## config.mk

```make
export PLATFORM = sky130hd
export DESIGN_NAME = dmem_access_ctrl
export DESIGN_NICKNAME = d
export VERILOG_FILES = /design/src/rtl/rv32_mem_pkg.sv /design/src/rtl/mem_lane_align.sv /design/src/rtl/dmem_access_ctrl.sv
export SDC_FILE = /design/constraint.sdc
export NUM_CORES = 1
export LEC_CHECK = 0
export ABC_CLOCK_PERIOD_IN_PS = 4200
export BUFFER_PORTS_ARGS = -buffer_cell sky130_fd_sc_hd__buf_2
export CAP_MARGIN = 25
export CORE_MARGIN = 5
export CORE_UTILIZATION = 40
export DETAILED_ROUTE_END_ITERATION = 12
export HOLD_SLACK_MARGIN = 0.08
export PLACE_DENSITY = 0.61
export SETUP_SLACK_MARGIN = 0.15
export SLEW_MARGIN = 30
export SYNTH_ARGS = -nofsm -noshare
export SYNTH_HDL_FRONTEND = slang
export SYNTH_SLANG_ARGS = --single-unit
```

## constraint.sdc

```tcl
create_clock -name clk -period 4.2 [get_ports clk]
set_clock_uncertainty 0.15 [all_clocks]
set_input_delay 0.63 -clock clk [delete_from_list [all_inputs] [get_ports clk]]
set_output_delay 0.63 -clock clk [all_outputs]
set_load 0.02 [all_outputs]
```

## src/rtl/rv32_mem_pkg.sv

```systemverilog
//============================================================================
// Module  : rv32_mem_pkg
// Purpose : Shared encodings for the RV32 data-memory access path: access
//           size codes, access-sequencer state enum, memory opcodes and a
//           misalignment helper.
// Rev     : 1.0  initial release
//============================================================================
`default_nettype none

package rv32_mem_pkg;

    // Access-size encodings as carried by the M-stage controls
    localparam logic [1:0] SZ_BYTE = 2'd0;
    localparam logic [1:0] SZ_HALF = 2'd1;
    localparam logic [1:0] SZ_WORD = 2'd2;

    // Major opcodes of loads and stores
    localparam logic [4:0] OP_LOAD  = 5'b00000;
    localparam logic [4:0] OP_STORE = 5'b01000;

    typedef enum logic [1:0] {
        ST_IDLE   = 2'd0,
        ST_ACCESS = 2'd1,
        ST_SECOND = 2'd2,
        ST_DONE   = 2'd3
    } state_t;

    // Size code 3 is handled as a word.
    function automatic logic is_misaligned(input logic [1:0] size,
                                           input logic [1:0] off);
        case (size)
            SZ_BYTE: return 1'b0;
            SZ_HALF: return off[0];
            default: return (off != 2'b00);
        endcase
    endfunction

endpackage

`default_nettype wire

```

## src/rtl/mem_lane_align.sv

```systemverilog
//============================================================================
// Module  : mem_lane_align
// Purpose : Combinational byte-lane steering for data-memory accesses.
//           Produces 8-bit byte enables and 64-bit write data spanning two
//           consecutive words, and extracts/extends load data from the
//           64-bit {hi,lo} read pair.
// Ports   : i_off        byte offset within the word (addr[1:0])
//           i_size       access size code
//           i_unsigned   zero-extend the load result
//           i_wdata      store data, right-aligned
//           i_rdata64    {hi,lo} read words
//           o_be8        byte enables, [3:0] beat 0, [7:4] beat 1
//           o_wd64       write data, [31:0] beat 0, [63:32] beat 1
//           o_load_data  aligned and extended load result
// Rev     : 1.0  initial release
//============================================================================
`default_nettype none

module mem_lane_align
    import rv32_mem_pkg::*;
(
    input  logic [1:0]  i_off,
    input  logic [1:0]  i_size,
    input  logic        i_unsigned,
    input  logic [31:0] i_wdata,
    input  logic [63:0] i_rdata64,
    output logic [7:0]  o_be8,
    output logic [63:0] o_wd64,
    output logic [31:0] o_load_data
);

    logic [3:0]  w_mask;
    logic [31:0] w_rep;
    logic [31:0] w_shift;
    logic        w_sign;

    always_comb begin
        w_mask = 4'hF;
        w_rep  = i_wdata;
        case (i_size)
            SZ_BYTE: begin
                w_mask = 4'h1;
                w_rep  = {4{i_wdata[7:0]}};
            end
            SZ_HALF: begin
                w_mask = 4'h3;
                w_rep  = {2{i_wdata[15:0]}};
            end
            default: begin
            end
        endcase

        o_be8  = {4'h0, w_mask} << i_off;
        o_wd64 = {32'h0, w_rep} << {i_off, 3'b000};

        // Only the low word of the shifted pair can hold the addressed bytes
        w_shift = 32'(i_rdata64 >> {i_off, 3'b000});

        case (i_size)
            SZ_BYTE: begin
                w_sign      = ~i_unsigned & w_shift[7];
                o_load_data = {{24{w_sign}}, w_shift[7:0]};
            end
            SZ_HALF: begin
                w_sign      = ~i_unsigned & w_shift[15];
                o_load_data = {{16{w_sign}}, w_shift[15:0]};
            end
            default: begin
                w_sign      = 1'b0;
                o_load_data = w_shift;
            end
        endcase
    end

endmodule

`default_nettype wire

```

## src/rtl/dmem_access_ctrl.sv

```systemverilog
//============================================================================
// Module  : dmem_access_ctrl
// Purpose : Sequences M-stage loads/stores onto a req/ack data-memory port,
//           stalls the pipeline until completion and returns aligned,
//           extended load data. Faults (misalignment, ack timeout) are
//           flagged in the DONE cycle that retires the instruction.
// Config  : MEM_MISALIGN_SPLIT_EN - when defined, misaligned accesses are
//           performed (split into two beats when crossing a word); when
//           undefined they fault without issuing a request.
// Ports   : clk, reset (sync, active-high)
//           m_valid, m_mem_r_w, m_access_size, m_load_unsigned, m_addr,
//           m_wdata                     - M-stage access request
//           stall                       - hold the pipeline
//           load_data, load_valid       - W-stage load result
//           misaligned, timeout         - one-cycle fault pulses
//           dmem_req/we/addr/be/wdata   - memory request (registered)
//           dmem_ack, dmem_rdata        - memory response
// Rev     : 1.0  initial release
//============================================================================
`default_nettype none

module dmem_access_ctrl
    import rv32_mem_pkg::*;
#(
    parameter int ADDR_W   = 32,
    parameter int MAX_WAIT = 255
)
(
    input  logic              clk,
    input  logic              reset,
    input  logic              m_valid,
    input  logic              m_mem_r_w,
    input  logic [1:0]        m_access_size,
    input  logic              m_load_unsigned,
    input  logic [ADDR_W-1:0] m_addr,
    input  logic [31:0]       m_wdata,
    output logic              stall,
    output logic [31:0]       load_data,
    output logic              load_valid,
    output logic              misaligned,
    output logic              timeout,
    output logic              dmem_req,
    output logic              dmem_we,
    output logic [ADDR_W-1:0] dmem_addr,
    output logic [3:0]        dmem_be,
    output logic [31:0]       dmem_wdata,
    input  logic              dmem_ack,
    input  logic [31:0]       dmem_rdata
);

    localparam int CNT_W = (MAX_WAIT > 1) ? $clog2(MAX_WAIT + 1) : 1;
    localparam logic [CNT_W-1:0] c_WAIT_LAST = (MAX_WAIT > 0) ? CNT_W'(MAX_WAIT - 1) : '0;
    localparam bit c_TMO_EN = (MAX_WAIT > 0);

    state_t             r_state, w_state_nxt;

    // Latched copy of the access
    logic               r_rw,    w_rw_nxt;
    logic [1:0]         r_size,  w_size_nxt;
    logic               r_uns,   w_uns_nxt;
    logic [1:0]         r_off,   w_off_nxt;
    logic [31:0]        r_wdata, w_wdata_nxt;
    logic [31:0]        r_lo,    w_lo_nxt;
    logic [CNT_W-1:0]   r_wait,  w_wait_nxt;

    // Registered outputs
    logic               r_req,    w_req_nxt;
    logic               r_we,     w_we_nxt;
    logic [ADDR_W-1:0]  r_daddr,  w_daddr_nxt;
    logic [3:0]         r_be,     w_be_nxt;
    logic [31:0]        r_dwd,    w_dwd_nxt;
    logic [31:0]        r_ldata,  w_ldata_nxt;
    logic               r_lvalid, w_lvalid_nxt;
    logic               r_misal,  w_misal_nxt;
    logic               r_tmo,    w_tmo_nxt;

    logic               w_stall;

    // Lane math runs on the live M-stage inputs in IDLE (so the first beat
    // can be registered at the same edge that latches the access) and on
    // the latched copy afterwards.
    logic               w_idle;
    logic [1:0]         w_off;
    logic [1:0]         w_size;
    logic               w_uns;
    logic [31:0]        w_wdata;
    logic [31:0]        w_lo_in;
    logic [31:0]        w_hi_in;
    logic [7:0]         w_be8;
    logic [63:0]        w_wd64;
    logic [31:0]        w_ext;
    logic               w_fault;

    assign w_idle  = (r_state == ST_IDLE);
    assign w_off   = w_idle ? m_addr[1:0]     : r_off;
    assign w_size  = w_idle ? m_access_size   : r_size;
    assign w_uns   = w_idle ? m_load_unsigned : r_uns;
    assign w_wdata = w_idle ? m_wdata         : r_wdata;

    // Read word arriving this cycle is folded in so the final load result
    // can be registered on the completing ack.
    assign w_lo_in = ((r_state == ST_ACCESS) && dmem_ack) ? dmem_rdata : r_lo;
    assign w_hi_in = ((r_state == ST_SECOND) && dmem_ack) ? dmem_rdata : 32'h0;

`ifdef MEM_MISALIGN_SPLIT_EN
    assign w_fault = 1'b0;
`else
    assign w_fault = is_misaligned(m_access_size, m_addr[1:0]);
`endif

    mem_lane_align u_lane (
        .i_off       (w_off),
        .i_size      (w_size),
        .i_unsigned  (w_uns),
        .i_wdata     (w_wdata),
        .i_rdata64   ({w_hi_in, w_lo_in}),
        .o_be8       (w_be8),
        .o_wd64      (w_wd64),
        .o_load_data (w_ext)
    );

    always_comb begin
        w_state_nxt  = r_state;
        w_rw_nxt     = r_rw;
        w_size_nxt   = r_size;
        w_uns_nxt    = r_uns;
        w_off_nxt    = r_off;
        w_wdata_nxt  = r_wdata;
        w_lo_nxt     = w_lo_in;
        w_wait_nxt   = r_wait;
        w_req_nxt    = r_req;
        w_we_nxt     = r_we;
        w_daddr_nxt  = r_daddr;
        w_be_nxt     = r_be;
        w_dwd_nxt    = r_dwd;
        w_ldata_nxt  = r_ldata;
        w_lvalid_nxt = 1'b0;
        w_misal_nxt  = 1'b0;
        w_tmo_nxt    = 1'b0;
        w_stall      = 1'b0;

        case (r_state)
            ST_IDLE: begin
                w_stall = m_valid;
                if (m_valid) begin
                    w_rw_nxt    = m_mem_r_w;
                    w_size_nxt  = m_access_size;
                    w_uns_nxt   = m_load_unsigned;
                    w_off_nxt   = m_addr[1:0];
                    w_wdata_nxt = m_wdata;
                    if (w_fault) begin
                        w_state_nxt = ST_DONE;
                        w_misal_nxt = 1'b1;
                    end else begin
                        w_state_nxt = ST_ACCESS;
                        w_req_nxt   = 1'b1;
                        w_we_nxt    = ~m_mem_r_w;
                        w_daddr_nxt = {m_addr[ADDR_W-1:2], 2'b00};
                        w_be_nxt    = w_be8[3:0];
                        w_dwd_nxt   = w_wd64[31:0];
                        w_wait_nxt  = '0;
                    end
                end
            end

            ST_ACCESS, ST_SECOND: begin
                w_stall = 1'b1;
                if (dmem_ack) begin
                    if ((r_state == ST_ACCESS) && (w_be8[7:4] != 4'h0)) begin
                        // Bytes spill into the next word: keep req high and
                        // move straight on to the second beat.
                        w_state_nxt = ST_SECOND;
                        w_daddr_nxt = r_daddr + ADDR_W'(4);
                        w_be_nxt    = w_be8[7:4];
                        w_dwd_nxt   = w_wd64[63:32];
                        w_wait_nxt  = '0;
                    end else begin
                        w_state_nxt  = ST_DONE;
                        w_req_nxt    = 1'b0;
                        w_we_nxt     = 1'b0;
                        w_be_nxt     = 4'h0;
                        w_lvalid_nxt = r_rw;
                        if (r_rw) begin
                            w_ldata_nxt = w_ext;
                        end
                    end
                end else if (c_TMO_EN && (r_wait == c_WAIT_LAST)) begin
                    w_state_nxt = ST_DONE;
                    w_req_nxt   = 1'b0;
                    w_we_nxt    = 1'b0;
                    w_be_nxt    = 4'h0;
                    w_tmo_nxt   = 1'b1;
                end else if (c_TMO_EN) begin
                    w_wait_nxt = r_wait + CNT_W'(1);
                end
            end

            ST_DONE: begin
                w_state_nxt = ST_IDLE;
            end

            default: begin
                w_state_nxt = ST_IDLE;
            end
        endcase
    end

    always_ff @(posedge clk) begin
        if (reset) begin
            r_state  <= ST_IDLE;
            r_rw     <= 1'b0;
            r_size   <= 2'b00;
            r_uns    <= 1'b0;
            r_off    <= 2'b00;
            r_wdata  <= 32'h0;
            r_lo     <= 32'h0;
            r_wait   <= '0;
            r_req    <= 1'b0;
            r_we     <= 1'b0;
            r_daddr  <= '0;
            r_be     <= 4'h0;
            r_dwd    <= 32'h0;
            r_ldata  <= 32'h0;
            r_lvalid <= 1'b0;
            r_misal  <= 1'b0;
            r_tmo    <= 1'b0;
        end else begin
            r_state  <= w_state_nxt;
            r_rw     <= w_rw_nxt;
            r_size   <= w_size_nxt;
            r_uns    <= w_uns_nxt;
            r_off    <= w_off_nxt;
            r_wdata  <= w_wdata_nxt;
            r_lo     <= w_lo_nxt;
            r_wait   <= w_wait_nxt;
            r_req    <= w_req_nxt;
            r_we     <= w_we_nxt;
            r_daddr  <= w_daddr_nxt;
            r_be     <= w_be_nxt;
            r_dwd    <= w_dwd_nxt;
            r_ldata  <= w_ldata_nxt;
            r_lvalid <= w_lvalid_nxt;
            r_misal  <= w_misal_nxt;
            r_tmo    <= w_tmo_nxt;
        end
    end

    assign stall      = reset ? 1'b0 : w_stall;
    assign load_data  = r_ldata;
    assign load_valid = r_lvalid;
    assign misaligned = r_misal;
    assign timeout    = r_tmo;
    assign dmem_req   = r_req;
    assign dmem_we    = r_we;
    assign dmem_addr  = r_daddr;
    assign dmem_be    = r_be;
    assign dmem_wdata = r_dwd;

endmodule

`default_nettype wire

```

# ---- Word-level counts from Yosys, hierarchy flattened
# Cells that the tools add are included.
dict set report classes {
  n_eq_ne 14
  n_addsub 2
  mux 51
  n_reduce_logical 20
  n_bitwise 9
  n_shift 3
}
# op n
set ops {}
lappend ops {{$mux 32} 11}
lappend ops {{$pmux 32 s2} 4}
lappend ops {{$shl 32x5->64} 1}
lappend ops {{$shr 64x5->32} 1}
lappend ops {{$mux 8} 5}
lappend ops {{$add 32x3->32 const B} 1}
lappend ops {{$mux 4} 5}
lappend ops {{$pmux 4 s2} 2}
lappend ops {{$pmux 8 s2} 1}
lappend ops {{$reduce_and 5->1} 3}
lappend ops {{$mux 1} 12}
lappend ops {{$mux 2} 6}
lappend ops {{$ne 3x3->1 const B} 4}
lappend ops {{$add 8x1->8 const B} 1}
lappend ops {{$eq 8x8->1 const B} 1}
lappend ops {{$ne 2x2->1 const B} 4}
lappend ops {{$pmux 1 s2} 4}
lappend ops {{$reduce_and 4->1} 2}
lappend ops {{$shl 4x2->8} 1}
lappend ops {{$not 1->1} 7}
lappend ops {{$eq 2x1->1 const B} 3}
lappend ops {{$logic_not 2->1} 3}
lappend ops {{$pmux 2 s3} 1}
lappend ops {{$reduce_or 3->1} 2}
lappend ops {{8 further kinds} 14}
dict set report word_totals {
  regBits 185
  in_bits 104
}

# ---- Depth between registers and ports, before layout
dict set report depth {
  depth_word 10
  mapped_depth 12
  ltp_nobuf 7
}

# ---- Hierarchy
# A second synthesis with hierarchy kept.
dict set report unflattened {
  hier_cells 1326
  area_unflattened_um2 11317.1
}
# module cells_each area_each_um2 seq_area_each_um2 n_inst
set by_module_without_submodules {}
lappend by_module_without_submodules {dmem_access_ctrl 1036 9016.1 3663.5 1}
lappend by_module_without_submodules {mem_lane_align 290 2301.0 0.0 1}

# ---- Worst setup path after synthesis
# OpenSTA, ideal clock, no wires.
dict set report synth_timing {
  path_kind {register to output}
  from {reg r_state[0]}
  to {out stall}
  n_path_buf 4
  path_stages_with_launch 9
  path_slack_ns 1.105
  arrival_time_ns 2.315
  cell_sequence {dfxtp_1 -> inv_1 -> ha_1 -> clkbuf_1 -> inv_1 -> clkbuf_1 -> clkbuf_1 -> buf_1 -> a211oi_1}
}
dict set report synth_between {
  elab_chain_len 4
  elab_cells_between_ends 6
  cone_classes {2 x eq/ne; 2 x mux; 2 x reduce/logical}
}
# item line
set synth_rtl {}
lappend synth_rtl {{start: declaration} dmem_access_ctrl.sv:55} ;# state_t r_state, w_state_nxt;
lappend synth_rtl {{start signal: assignment} dmem_access_ctrl.sv:228} ;# r_state <= w_state_nxt;
lappend synth_rtl {{$eq 2x2->1 or $eq 2x1->1 (tied branches)} dmem_access_ctrl.sv:142} ;# case (r_state)
lappend synth_rtl {{$reduce_or 2->1} dmem_access_ctrl.sv:142}
lappend synth_rtl {{$pmux 1 s2 *} dmem_access_ctrl.sv:142}
lappend synth_rtl {{$mux 1 *} dmem_access_ctrl.sv:248} ;# assign stall = reset ? 1'b0 : w_stall;
lappend synth_rtl {{end: declaration} dmem_access_ctrl.sv:37} ;# output logic stall,
# Every way passes the cells marked *; elsewhere a longest branch is shown, timed or not.

# ---- Worst setup path in the final report
dict set report layout_timing {
  from {reg r_state[0]}
  to {reg r_dwd[22], in the netlist dmem_wdata[22]}
}
dict set report layout_between {
  elab_chain_len 9
  elab_cells_between_ends 26
  cone_classes {7 x eq/ne; 2 x shift; 10 x mux; 7 x reduce/logical}
}
# item line
set layout_rtl {}
lappend layout_rtl {{parallel branches: the longest is 9 deep, another holds $shl 32x5->64} --}
lappend layout_rtl {{end signal: assignment} dmem_access_ctrl.sv:240} ;# r_dwd <= w_dwd_nxt;
lappend layout_rtl {{end: declaration} dmem_access_ctrl.sv:71} ;# logic [31:0] r_dwd, w_dwd_nxt;
# Parallel ways; which one is timed is not known. The select of a mux whose other input is x is not followed.
# A chain may end at the register's enable or synchronous reset.

==> results.json <==
{
  "rr_endpoint": "dmem_wdata[22]",
  "grt_pass1_wl_um": 58640,
  "grt_setup_unrepaired": "no",
  "synthTopCellsByArea": "dfxtp_1 34%, a21oi_1 7.3%, nand2_1 6.6%",
  "synth_compound_gate_area_share_pct": 26.29,
  "crit_end": "dmem_wdata[22]",
  "fin_tns_setup_ns": 0,
  "postCtsSetupBuffers": 0,
  "synth_ff_type": "dfxtp_1",
  "async_reset_ff_share_pct": 0,
  "seq_area_frac_synth_pct": 34.23,
  "total_power_mw": 8.685,
  "crit_start": "r_state[0]",
  "clk_path_buf_depth": 2,
  "post_route_cells_drive_above_1_share_pct": 21.67,
  "max_slew_margin_pct": 34.95,
  "ant_nets": 0,
  "wl_um": 37630,
  "grt_pass1_vias": 9984,
  "syn_area_sq_um": 10700,
  "path_buf_inv": 4,
  "wl_per_cell_um": 20.31,
  "fp.dieH_um": 173.6,
  "coreArea_sq_um": 26210,
  "drc": 0,
  "synthMuxAreaShare_pct": 9.866,
  "maxCapViolCount": 0,
  "finalHoldViolCount": 0,
  "die_x_um": 173.6,
  "setup_viol": 0,
  "synthAdderAreaFrac_pct": 1.262,
  "netlist_instances": 1369,
  "num_antenna_cells": 0,
  "antenna_found_initial": 0,
  "ctsHoldBuffers": 0,
  "timing.fmax_mhz": 269.3,
  "setup.worst_path.end_class": "flop",
  "slew_violations": 0,
  "crit_family": "buffers and inverters",
  "nets": 1619,
  "status": "finished clean",
  "slowest_stage": "buf_4",
  "hold_path_depth": 3,
  "ys_ff_latch": 183,
  "htree_levels": 4,
  "cp_slowest_stage_delay_ns": 0.59,
  "viasPerCell": 5.991,
  "cp.arrival_ns": 3.91,
  "min_path_type": "in2reg",
  "grt_overflow": 0,
  "insertion_delay_ns": 0.44,
  "num_io_pins": 210,
  "cts_sinks": 183,
  "busiest_layer": "met1",
  "path_class": "reg2reg",
  "synth-edff-count": 0,
  "cts_inserted_buffers": 17,
  "r2r_cells": 10,
  "dp_hpwl_um": 26990,
  "rows": 59,
  "r2r-start": "r_state[0]",
  "post-route-period-util_pct": 88.43,
  "grt_use_total_pct": 23.86,
  "ff2ff_setup_slack_ns": 0.49,
  "cts-resized-gates": 0,
  "use_met1_pct": 35.49,
  "start_util_pct": 40.85,
  "crit_path_cell_trace": "inv_1 -> ha_2 -> buf_4 -> or3_1 -> nand3_1 -> o31ai_4 -> buf_4 -> buf_4 -> nor2_1 -> a211oi_1",
  "grt_use_met2_pct": 35.23,
  "crit_path_frequent_cell": "buf_4",
  "synth_top_family_by_area": "compound AO/OA/AOI/OAI gates",
  "gp_congestion": 0.8927,
  "cts_tree": "yes",
  "cts_root_buf": "clkbuf_16",
  "synth.largest_area_cell": "dfxtp_1",
  "io_buffers": 207,
  "pwr_density_cell_nw_per_um2": 697.5,
  "use_met3_pct": 5.038,
  "required_ns": 4.40,
  "fin_util_pct": 47.51,
  "synth.distinct_cells": 80,
  "synth_commonest_cells": "189 x nand2_1, 183 x dfxtp_1, 157 x a21oi_1, 94 x o21ai_0, 80 x nor2_1",
  "first_iter_violations": 1398,
  "start_kind": "flop",
  "yosys_warnings": 0,
  "cts.clk_slew.worst_paths_ns": 0.08,
  "synth.most_common_cell": "nand2_1",
  "synth_top_area_share_pct": 34.23,
  "synth_xor_xnor_area_share_pct": 0,
  "num_vias": 11100,
  "vdd_drop_max_mv": 0.3388,
  "grt_max_degree": 85,
  "syn_avg_cell_area_sq_um": 7.819,
  "area_delta_synth_final_pct": 16.33,
  "min_period_ns": 3.714,
  "path_depth": 10,
  "tightest_slew_ns": 0.9757,
  "synth-simple-area-share_pct": 22.62,
  "path_max_fanout": 53,
  "dieArea_sq_um": 30130,
  "dr.pass1.iters": 6,
  "p_leak_nw": 4.857
}
-- layout make-up --
cell class,count,area [sq um]
clock buffers,22,464.2
clock inverters,9,118.9
fillers,2647,13750
inverters,20,75.07
multi-input cells,1047,6447
flip-flops and latches,183,3664
well taps,335,419.2
repair buffers,237,1264
-- per-stage QoR --
stage / area (sq um) / worst slack (ns) / hold WS (ns) / instances
3_5_place_dp: 11870 / 0.5473 / 0.2927 / 1822
3_3_place_gp: 11870 / 0.6825 / 0.2899 / 1822
5_1_grt: 12450 / 0.1967 / 0.2783 / 1853
4_1_cts: 12450 / 0.5365 / 0.2655 / 1853
2_1_floorplan: 10710 / 1.105 / 0.2812 / 1370
6_report: 12450 / 0.4861 / 0.2791 / 1853
-- kinds of logic after synthesis --
group / after synthesis
and+or+nand+nor: 496
AOI/OAI and AO/OA: 440
DFF: 183
buffers and inverters: 140
muxes: 98
adders and majority gates: 11
other: 1
-- worst min-delay path by stage --
stage,from,end,slack (ns)
2_1_floorplan,r_wdata[25],r_wdata[25],0.28
3_3_place_gp,r_wdata[24],r_wdata[24],0.29
3_5_place_dp,r_wdata[24],r_wdata[24],0.29
4_1_cts,m_wdata[23],r_wdata[23],0.27
5_1_grt,m_wdata[21],r_wdata[21],0.28
6_report,m_wdata[23],r_wdata[23],0.28
-- state kept, by name (all words and copies together) (netlist names), 2 cells and up --
name	cells
r_lo	32
load_data	32
dmem_be	4
r_size	2
dmem_wdata	32
dmem_addr	30
r_off	2
r_state	2
r_wdata	32
r_wait	8
-- where the power goes --
group	internal (mW)	switching (mW)
registers	2.04	0.266
clock network	0.913	0.733
logic	1.59	3.14
-- per-layer routing --
metal,vias up,share of wire [%]
met5,-,0
met3,46,8.4
met4,0,1.8
met2,518,43
met1,5196,47
li1,5342,-
-- layout by cell type (no fill, tap or decap), types with 8 or more instances in the layout --
| cell | instances |
|---|---|
| a211oi_1 | 29 |
| a21oi_1 | 157 |
| a311oi_1 | 14 |
| a31oi_1 | 24 |
| and2_1 | 11 |
| and3_1 | 10 |
| buf_2 | 206 |
| buf_4 | 31 |
| clkbuf_16 | 17 |
| dfxtp_1 | 183 |
| inv_1 | 19 |
| mux2_2 | 30 |
| mux2i_1 | 63 |
| nand2_1 | 189 |
| nand2b_1 | 8 |
| nand3_1 | 56 |
| nand4_1 | 16 |
| nor2_1 | 80 |
| nor2b_1 | 16 |
| nor3_1 | 33 |
| nor4_1 | 25 |
| o211ai_1 | 19 |
| o21ai_0 | 94 |
| o22ai_1 | 11 |
| o31a_1 | 8 |
| o32ai_1 | 20 |
| or3_1 | 10 |
-- worst register-to-register path: stages, from the launching register on --
cell and delay (ns):
dfxtp_1 0.36, inv_1 0.13, ha_2 0.46, buf_4 0.59, or3_1 0.42, nand3_1 0.31, o31ai_4 0.27, buf_4 0.29
buf_4 0.36, nor2_1 0.07, a211oi_1 0.22
(Power assumes the default switching activity.)
